===== src/rtl/load_store_unit.sv =====
// load_store_unit: initiator side of the data-memory load/store port.
// Takes one load/store from the core, issues one or two word-aligned
// memory beats with byte enables, merges and extends returned data and
// answers with a single-cycle response.
// Optional feature macro: LSU_MISALIGNED_SPLIT_EN. When it is defined, an
// access that crosses a word boundary runs as two beats. When it is not
// defined, such an access is answered with an error and no memory beat.
module load_store_unit #(
  parameter int ADDR_W = 32
) (
  input  logic              clk,
  input  logic              rst,
  input  logic              req_valid,
  output logic              req_ready,
  input  logic              req_we,
  input  logic [2:0]        req_ctrl,
  input  logic [ADDR_W-1:0] req_addr,
  input  logic [31:0]       req_wdata,
  output logic              rsp_valid,
  output logic [31:0]       rsp_rdata,
  output logic              rsp_err,
  output logic              mem_req,
  input  logic              mem_gnt,
  output logic              mem_we,
  output logic [3:0]        mem_be,
  output logic [ADDR_W-1:0] mem_addr,
  output logic [31:0]       mem_wdata,
  input  logic              mem_rvalid,
  input  logic [31:0]       mem_rdata
);

`ifdef LSU_MISALIGNED_SPLIT_EN
  typedef enum logic [2:0] {IDLE, REQ0, WAIT0, REQ1, WAIT1, RESP} state_t;
`else
  typedef enum logic [2:0] {IDLE, REQ0, WAIT0, RESP} state_t;
`endif

  // Byte mask of the access size, LSB-justified (B=0001, H=0011, W=1111).
  function automatic logic [3:0] sizeMask(input logic [1:0] sz);
    case (sz)
      2'b00:   return 4'b0001;
      2'b01:   return 4'b0011;
      default: return 4'b1111;
    endcase
  endfunction

  // True when the last byte of the access lands in the next word.
  function automatic logic crosses(input logic [1:0] off, input logic [1:0] sz);
    logic [2:0] lastByte;
    case (sz)
      2'b00:   lastByte = {1'b0, off};
      2'b01:   lastByte = {1'b0, off} + 3'd1;
      default: lastByte = {1'b0, off} + 3'd3;
    endcase
    return lastByte[2];
  endfunction

  state_t            state_q, state_d;
  logic              we_q, we_d;
  logic [2:0]        ctrl_q, ctrl_d;
  logic [ADDR_W-1:0] addr_q, addr_d;
  logic [31:0]       wdata_q, wdata_d;
  logic [31:0]       rdata0_q, rdata0_d;
  logic              err_q, err_d;
`ifdef LSU_MISALIGNED_SPLIT_EN
  logic [31:0]       rdata1_q, rdata1_d;
  logic [7:0]        laneBe;
  logic [63:0]       laneData;
`else
  logic [3:0]        laneBe;
  logic [31:0]       laneData;
`endif

  logic              reqIllegal;
  logic              reqErr;
  logic [1:0]        off;
  logic [3:0]        mask;
  logic [4:0]        byteShift;
  logic [ADDR_W-1:0] wordAddr0;
  logic [31:0]       aligned;
  logic [31:0]       loadData;

  // Encodings 011/110/111 are never legal; stores only support B/H/W.
  assign reqIllegal = (req_ctrl == 3'b011) | (req_ctrl[2] & req_ctrl[1]) | (req_we & req_ctrl[2]);
`ifdef LSU_MISALIGNED_SPLIT_EN
  assign reqErr = reqIllegal;
`else
  assign reqErr = reqIllegal | crosses(req_addr[1:0], req_ctrl[1:0]);
`endif

  assign off       = addr_q[1:0];
  assign mask      = sizeMask(ctrl_q[1:0]);
  assign byteShift = {off, 3'b000};
  assign wordAddr0 = {addr_q[ADDR_W-1:2], 2'b00};

`ifdef LSU_MISALIGNED_SPLIT_EN
  assign laneBe   = {4'b0000, mask} << off;
  assign laneData = {32'h0, wdata_q} << byteShift;
  assign aligned  = 32'({rdata1_q, rdata0_q} >> byteShift);
`else
  assign laneBe   = mask << off;
  assign laneData = wdata_q << byteShift;
  assign aligned  = rdata0_q >> byteShift;
`endif

  // State and captured-request registers; reset abandons any beat in flight.
  always_ff @(posedge clk or posedge rst) begin
    if (rst) begin
      state_q  <= IDLE;
      we_q     <= 1'b0;
      ctrl_q   <= 3'b000;
      addr_q   <= '0;
      wdata_q  <= 32'h0;
      rdata0_q <= 32'h0;
      err_q    <= 1'b0;
`ifdef LSU_MISALIGNED_SPLIT_EN
      rdata1_q <= 32'h0;
`endif
    end else begin
      state_q  <= state_d;
      we_q     <= we_d;
      ctrl_q   <= ctrl_d;
      addr_q   <= addr_d;
      wdata_q  <= wdata_d;
      rdata0_q <= rdata0_d;
      err_q    <= err_d;
`ifdef LSU_MISALIGNED_SPLIT_EN
      rdata1_q <= rdata1_d;
`endif
    end
  end

  // Next-state logic: capture on accept, walk the beats, then one response cycle.
  always_comb begin
    state_d  = state_q;
    we_d     = we_q;
    ctrl_d   = ctrl_q;
    addr_d   = addr_q;
    wdata_d  = wdata_q;
    rdata0_d = rdata0_q;
    err_d    = err_q;
`ifdef LSU_MISALIGNED_SPLIT_EN
    rdata1_d = rdata1_q;
`endif
    case (state_q)
      IDLE: begin
        if (req_valid) begin
          we_d     = req_we;
          ctrl_d   = req_ctrl;
          addr_d   = req_addr;
          wdata_d  = req_wdata;
          rdata0_d = 32'h0;
          err_d    = reqErr;
`ifdef LSU_MISALIGNED_SPLIT_EN
          rdata1_d = 32'h0;
`endif
          state_d  = reqErr ? RESP : REQ0;
        end
      end
      REQ0: begin
        if (mem_gnt) state_d = WAIT0;
      end
      WAIT0: begin
        if (mem_rvalid) begin
          rdata0_d = mem_rdata;
`ifdef LSU_MISALIGNED_SPLIT_EN
          state_d  = crosses(off, ctrl_q[1:0]) ? REQ1 : RESP;
`else
          state_d  = RESP;
`endif
        end
      end
`ifdef LSU_MISALIGNED_SPLIT_EN
      REQ1: begin
        if (mem_gnt) state_d = WAIT1;
      end
      WAIT1: begin
        if (mem_rvalid) begin
          rdata1_d = mem_rdata;
          state_d  = RESP;
        end
      end
`endif
      RESP:    state_d = IDLE;
      default: state_d = IDLE;
    endcase
  end

  // Memory beat fields come straight from the captured request, so they stay put while gnt is low.
  always_comb begin
    mem_be    = 4'h0;
    mem_addr  = '0;
    mem_wdata = 32'h0;
    case (state_q)
      REQ0: begin
        mem_be    = laneBe[3:0];
        mem_addr  = wordAddr0;
        mem_wdata = laneData[31:0];
      end
`ifdef LSU_MISALIGNED_SPLIT_EN
      REQ1: begin
        mem_be    = laneBe[7:4];
        mem_addr  = wordAddr0 + ADDR_W'(4);
        mem_wdata = laneData[63:32];
      end
`endif
      default: begin
        mem_be    = 4'h0;
        mem_addr  = '0;
        mem_wdata = 32'h0;
      end
    endcase
  end

  // Sign- or zero-extend the byte-aligned load data according to the access type.
  always_comb begin
    case (ctrl_q)
      3'b000:  loadData = {{24{aligned[7]}}, aligned[7:0]};
      3'b001:  loadData = {{16{aligned[15]}}, aligned[15:0]};
      3'b100:  loadData = {24'h0, aligned[7:0]};
      3'b101:  loadData = {16'h0, aligned[15:0]};
      default: loadData = aligned;
    endcase
  end

`ifdef LSU_MISALIGNED_SPLIT_EN
  assign mem_req = (state_q == REQ0) | (state_q == REQ1);
`else
  assign mem_req = (state_q == REQ0);
`endif
  assign mem_we    = mem_req & we_q;
  assign req_ready = (state_q == IDLE);
  assign rsp_valid = (state_q == RESP);
  assign rsp_err   = rsp_valid & err_q;
  assign rsp_rdata = (rsp_valid & ~err_q & ~we_q) ? loadData : 32'h0;

endmodule


===== config.mk =====
export PLATFORM = sky130hd
export DESIGN_NAME = load_store_unit
export DESIGN_NICKNAME = d
export VERILOG_FILES = /design/src/rtl/load_store_unit.sv
export SDC_FILE = /design/constraint.sdc
export NUM_CORES = 1
export LEC_CHECK = 0
export ABC_AREA = 1
export BUFFER_PORTS_ARGS = -buffer_cell sky130_fd_sc_hd__buf_2
export CORE_UTILIZATION = 45
export DETAILED_ROUTE_END_ITERATION = 10
export GPL_TIMING_DRIVEN = 1
export PLACE_DENSITY = 0.77
export SLEW_MARGIN = 20
export SYNTH_ARGS = -nofsm -noshare
export SYNTH_HDL_FRONTEND = slang
export SYNTH_SLANG_ARGS = --single-unit

===== constraint.sdc =====
create_clock -name clk -period 5.35 [get_ports clk]
set_input_delay 1.07 -clock clk [delete_from_list [all_inputs] [get_ports clk]]
set_output_delay 1.07 -clock clk [all_outputs]
set_load 0.03 [all_outputs]

==> results.txt <==
On the final layout, the worst hold slack is 482 ps. The clock root buffer master was sky130_fd_sc_hd__clkbuf_16. After detailed placement, the design holds a cell count of 1166. The tools report the aggregate negative setup slack as 0 ps.

After clock tree synthesis, the clock-pin slew on the worst setup and hold paths is 70 ps. The kind of path behind the tightest hold check is reg2reg. For this run the aggregate overflow at the end of global routing stands at 0. In this run the remaining antenna-violating nets after routing total 0. The number of placed I/O pins is 210. The count of placed standard cells in the final layout, fillers left out was 1182; the leakage power of the design was 4.28 nW. The clock period could shrink to 3810 ps. The logs give 41 for the placement row count and 0 for the post-route DRC violation count. The net switching component of the power is 2.25 mW, and the per-instance average area after synthesis is 7.12 um^2. Max-cap violations in this run came to 0. Data on the critical path is required at its endpoint by 4280 ps. The tools report the share of the yosys chip area belonging to registers as 43.3%.

At the later pin of the worst-skew pair, clock insertion delay measures 350 ps. The tools report the final setup violation count as 0. The run finished with clean final reports.

The setup path with the least slack is of type reg2out. Sort of element at the end of the critical path: an output port. Counting the fill cells in the layout gives 1251.

In the final design database the tool counted 1115 nets. VDD sags by at most 0.314 mV. The clock tree synthesis step divided the H-tree into 3 levels. The first TritonRoute pass finished after 5 iterations.

The wire-length estimate of the detail-placed layout is 12300 um. In this run the vertical extent of the chip is 117 um. The clock network accounts for 15.2% of the total power. Detailed routing inserted a total of 6041 vias. The initial antenna violation count was 0. The final-report max-slew violation count came out at 0.

Of the cells placed in the final design, the portion with a size suffix greater than 1 is 26.9%. The region available for standard cell placement spans 12800 um^2. The number of buffers created by CTS was 9; the all-layer global routing usage was 26.8%. The via-per-instance ratio works out to 5.11.

From left edge to right edge, the die measures 117 um. Buffers placed on the I/O ports in this run total 207. The worst setup path is launched from a register. The combinational share of power was 52.2%; the sequential group share of total power was 32.7%.

The library cell used most frequently in the layout, excluding fill and tap cells, is sky130_fd_sc_hd__nand2_1. The post-route clock period utilization came out at 71.2%. The top cell types in the final layout, fill and taps aside, are sky130_fd_sc_hd__nand2_1, sky130_fd_sc_hd__buf_2, sky130_fd_sc_hd__dfrtp_1, sky130_fd_sc_hd__inv_1, sky130_fd_sc_hd__o21ai_0.

Counting flops and latches in the post-synthesis netlist gives 103. For flop-to-flop paths, the worst setup slack is 2510 ps. Yosys mapped the design onto 33 distinct sky130hd cell types.

The starting density of the core is 46.6%. The worst pin sits at a relative slew slack of 29.2%. The total power divided by cell area is 607 nW/um^2. STA puts the critical path data arrival time at 2740 ps. The number of global-route vias before repair is 5549, and the netlist area before placement is 5950 um^2. The logs give 17600 um for the total routed wirelength and 0 for the diode insertion count for antenna repair. The total number of clock tree sinks came out at 103.

The wire length of the first global-routing pass is 27900 um. The post-cts resize count was 0; the cell internal power dissipation was 2.14 mW. The number of synthesis warnings is 0, and the net switching share of the total power is 51.2%. The die covers 13700 um^2.

Timing would allow up to 263 MHz. The synthesized instance count was 836. The slowest library cell on the worst path is sky130_fd_sc_hd__ha_1. The run gives 0.925 as the routability-driven placement congestion ratio. Detail-routed net length per standard cell: 14.9 um. The cell repeated most along the worst path is sky130_fd_sc_hd__inv_1. TritonCTS built the clock tree. In this run, post-CTS hold repair placed 0 buffers. Maximum cell stage delay along the critical path: 650 ps. Entering global routing, the biggest net connects 78 pins. Relative to the synthesized area, the layout overhead comes to 21.6%. At the pin with the least slew margin, the transition time is 1060 ps. The number of violations reported at the end of detailed-routing iteration 0 came out at 532. No sink is reached through more buffers than the 2 on the longest clock path. Walking the worst path, the cells encountered are inv_1 > ha_1 > inv_1 > nor2_2 > nand2_1 > inv_1 > nand2_1 > o311ai_1 > buf_2. The largest fanout on the critical path is 22. Clock skew on the completed layout was measured at 8.79 ps. Setup repair after global routing left no endpoint under its margin. After clock tree synthesis, the setup repair step added 0 buffers. For the number of endpoints with negative hold slack in the final report, the log shows 0.
cell usage after synthesis:
cell / instances / area share [%]
sky130_fd_sc_hd__a21oi_1: 31 / 2.6
sky130_fd_sc_hd__a221oi_2: 1 / 0.25
sky130_fd_sc_hd__buf_1: 1 / 0.063
sky130_fd_sc_hd__buf_12: 2 / 0.67
sky130_fd_sc_hd__buf_2: 23 / 1.9
sky130_fd_sc_hd__buf_4: 3 / 0.38
sky130_fd_sc_hd__buf_6: 4 / 0.76
sky130_fd_sc_hd__buf_8: 1 / 0.25
sky130_fd_sc_hd__clkbuf_1: 23 / 1.5
sky130_fd_sc_hd__conb_1: 1 / 0.063
sky130_fd_sc_hd__dfrtp_1: 103 / 43
sky130_fd_sc_hd__ha_1: 5 / 1.1
sky130_fd_sc_hd__inv_1: 87 / 5.5
sky130_fd_sc_hd__inv_2: 12 / 0.76
sky130_fd_sc_hd__inv_4: 1 / 0.11
sky130_fd_sc_hd__inv_8: 1 / 0.19
sky130_fd_sc_hd__mux2i_1: 6 / 1.0
sky130_fd_sc_hd__nand2_1: 308 / 19
sky130_fd_sc_hd__nand2_2: 11 / 1.2
sky130_fd_sc_hd__nand2_4: 1 / 0.19
sky130_fd_sc_hd__nand3_1: 65 / 5.5
sky130_fd_sc_hd__nand3_2: 2 / 0.34
sky130_fd_sc_hd__nand3_4: 2 / 0.59
sky130_fd_sc_hd__nor2_1: 38 / 2.4
sky130_fd_sc_hd__nor2_2: 2 / 0.21
sky130_fd_sc_hd__nor2_4: 1 / 0.19
sky130_fd_sc_hd__o211ai_1: 7 / 0.88
sky130_fd_sc_hd__o21ai_0: 70 / 5.9
sky130_fd_sc_hd__o21ai_1: 2 / 0.17
sky130_fd_sc_hd__o21ai_2: 7 / 1.0
sky130_fd_sc_hd__o22ai_1: 8 / 0.84
sky130_fd_sc_hd__o311ai_1: 1 / 0.15
sky130_fd_sc_hd__o31ai_1: 6 / 0.76
logic make-up (layout without fill, tap and decap cells):
family,count (synthesis),after routing,synth area share (%)
compound gates,133,133,12.6
fa+ha+maj,5,5,1.05
buf+inv,158,331,12.0
flops,103,103,43.3
mux,6,6,1.01
other cells,1,2,0.0630
simple gates,430,430,30.0
power groups by stage:
| stage | logic, mW | registers (mW) | clock network (mW) |
|---|---|---|---|
| global placement | 2.25 | 1.43 | 0 |
| detailed placement | 2.29 | 1.43 | 0 |
| global route | 2.55 | 1.48 | 0.715 |
| floorplan | 1.89 | 1.28 | 0 |
| CTS | 2.29 | 1.43 | 0.681 |
| finish | 2.29 | 1.44 | 0.667 |
routing by layer:
metal | vias to the layer above | wire (um) | global-route usage [%]
met1 | 2755 | 7290 | 34.0
met3 | 33 | 1660 | 7.57
met4 | 0 | 292 | 6.84
met2 | 312 | 8350 | 45.3
li1 | 2941 | - | -
met5 | - | 0 | 0
critical path, delay by kind of cell, from the launching register on:
family | cells | cell delay (ps)
flip-flops | 1 | 410
buffers and inverters | 4 | 710
AO/OA/AOI/OAI | 1 | 70
adder cells (fa/ha/maj) | 1 | 650
AND/OR/NAND/NOR | 3 | 550
state kept, by name, indices dropped and copies added, names as in the netlist:
name,cells
addr_q,32
ctrl_q,3
err_q,1
rdata0_q,32
state_q,2
wdata_q,32
we_q,1
metrics by stage:
step                util [%]  setup WS (ps)  cell area, um^2  total power [mW]
floorplan                  -           1580             5960              3.17
global route            56.7           1280             7240              4.74
finish                  56.7           1540             7240              4.40
CTS                     56.7           1500             7240              4.40
detailed placement      54.3           1930             6940              3.72
global placement        54.3           2020             6940              3.69
path summary, 6_finish.rpt:
path,depth (start not counted),start,end
worst max register to register,8,state_q[0]$_DFFE_PP0P_,state_q[0]$_DFFE_PP0P_
max in group asynchronous,3,rst,wdata_q[18]$_DFFE_PP0P_
worst min register to register,2,addr_q[19]$_DFFE_PP0P_,addr_q[19]$_DFFE_PP0P_
worst min-delay path,2,addr_q[19]$_DFFE_PP0P_,addr_q[19]$_DFFE_PP0P_
min in group asynchronous,2,rst,wdata_q[22]$_DFFE_PP0P_
worst max-delay path,9,state_q[1]$_DFFE_PP0P_,mem_wdata[23]
area by class of cell:
cell class,count,area [um^2],area share [%]
clock buffers,11,233,3.22
inverters,101,392,5.41
repair buffers,214,1090,15.0
flip-flops and latches,103,2580,35.6
well taps,172,215,2.97
multi-input cells,576,2660,36.8
clock inverters,5,66.3,0.916
Note: power is estimated with default switching activity, not from simulation.
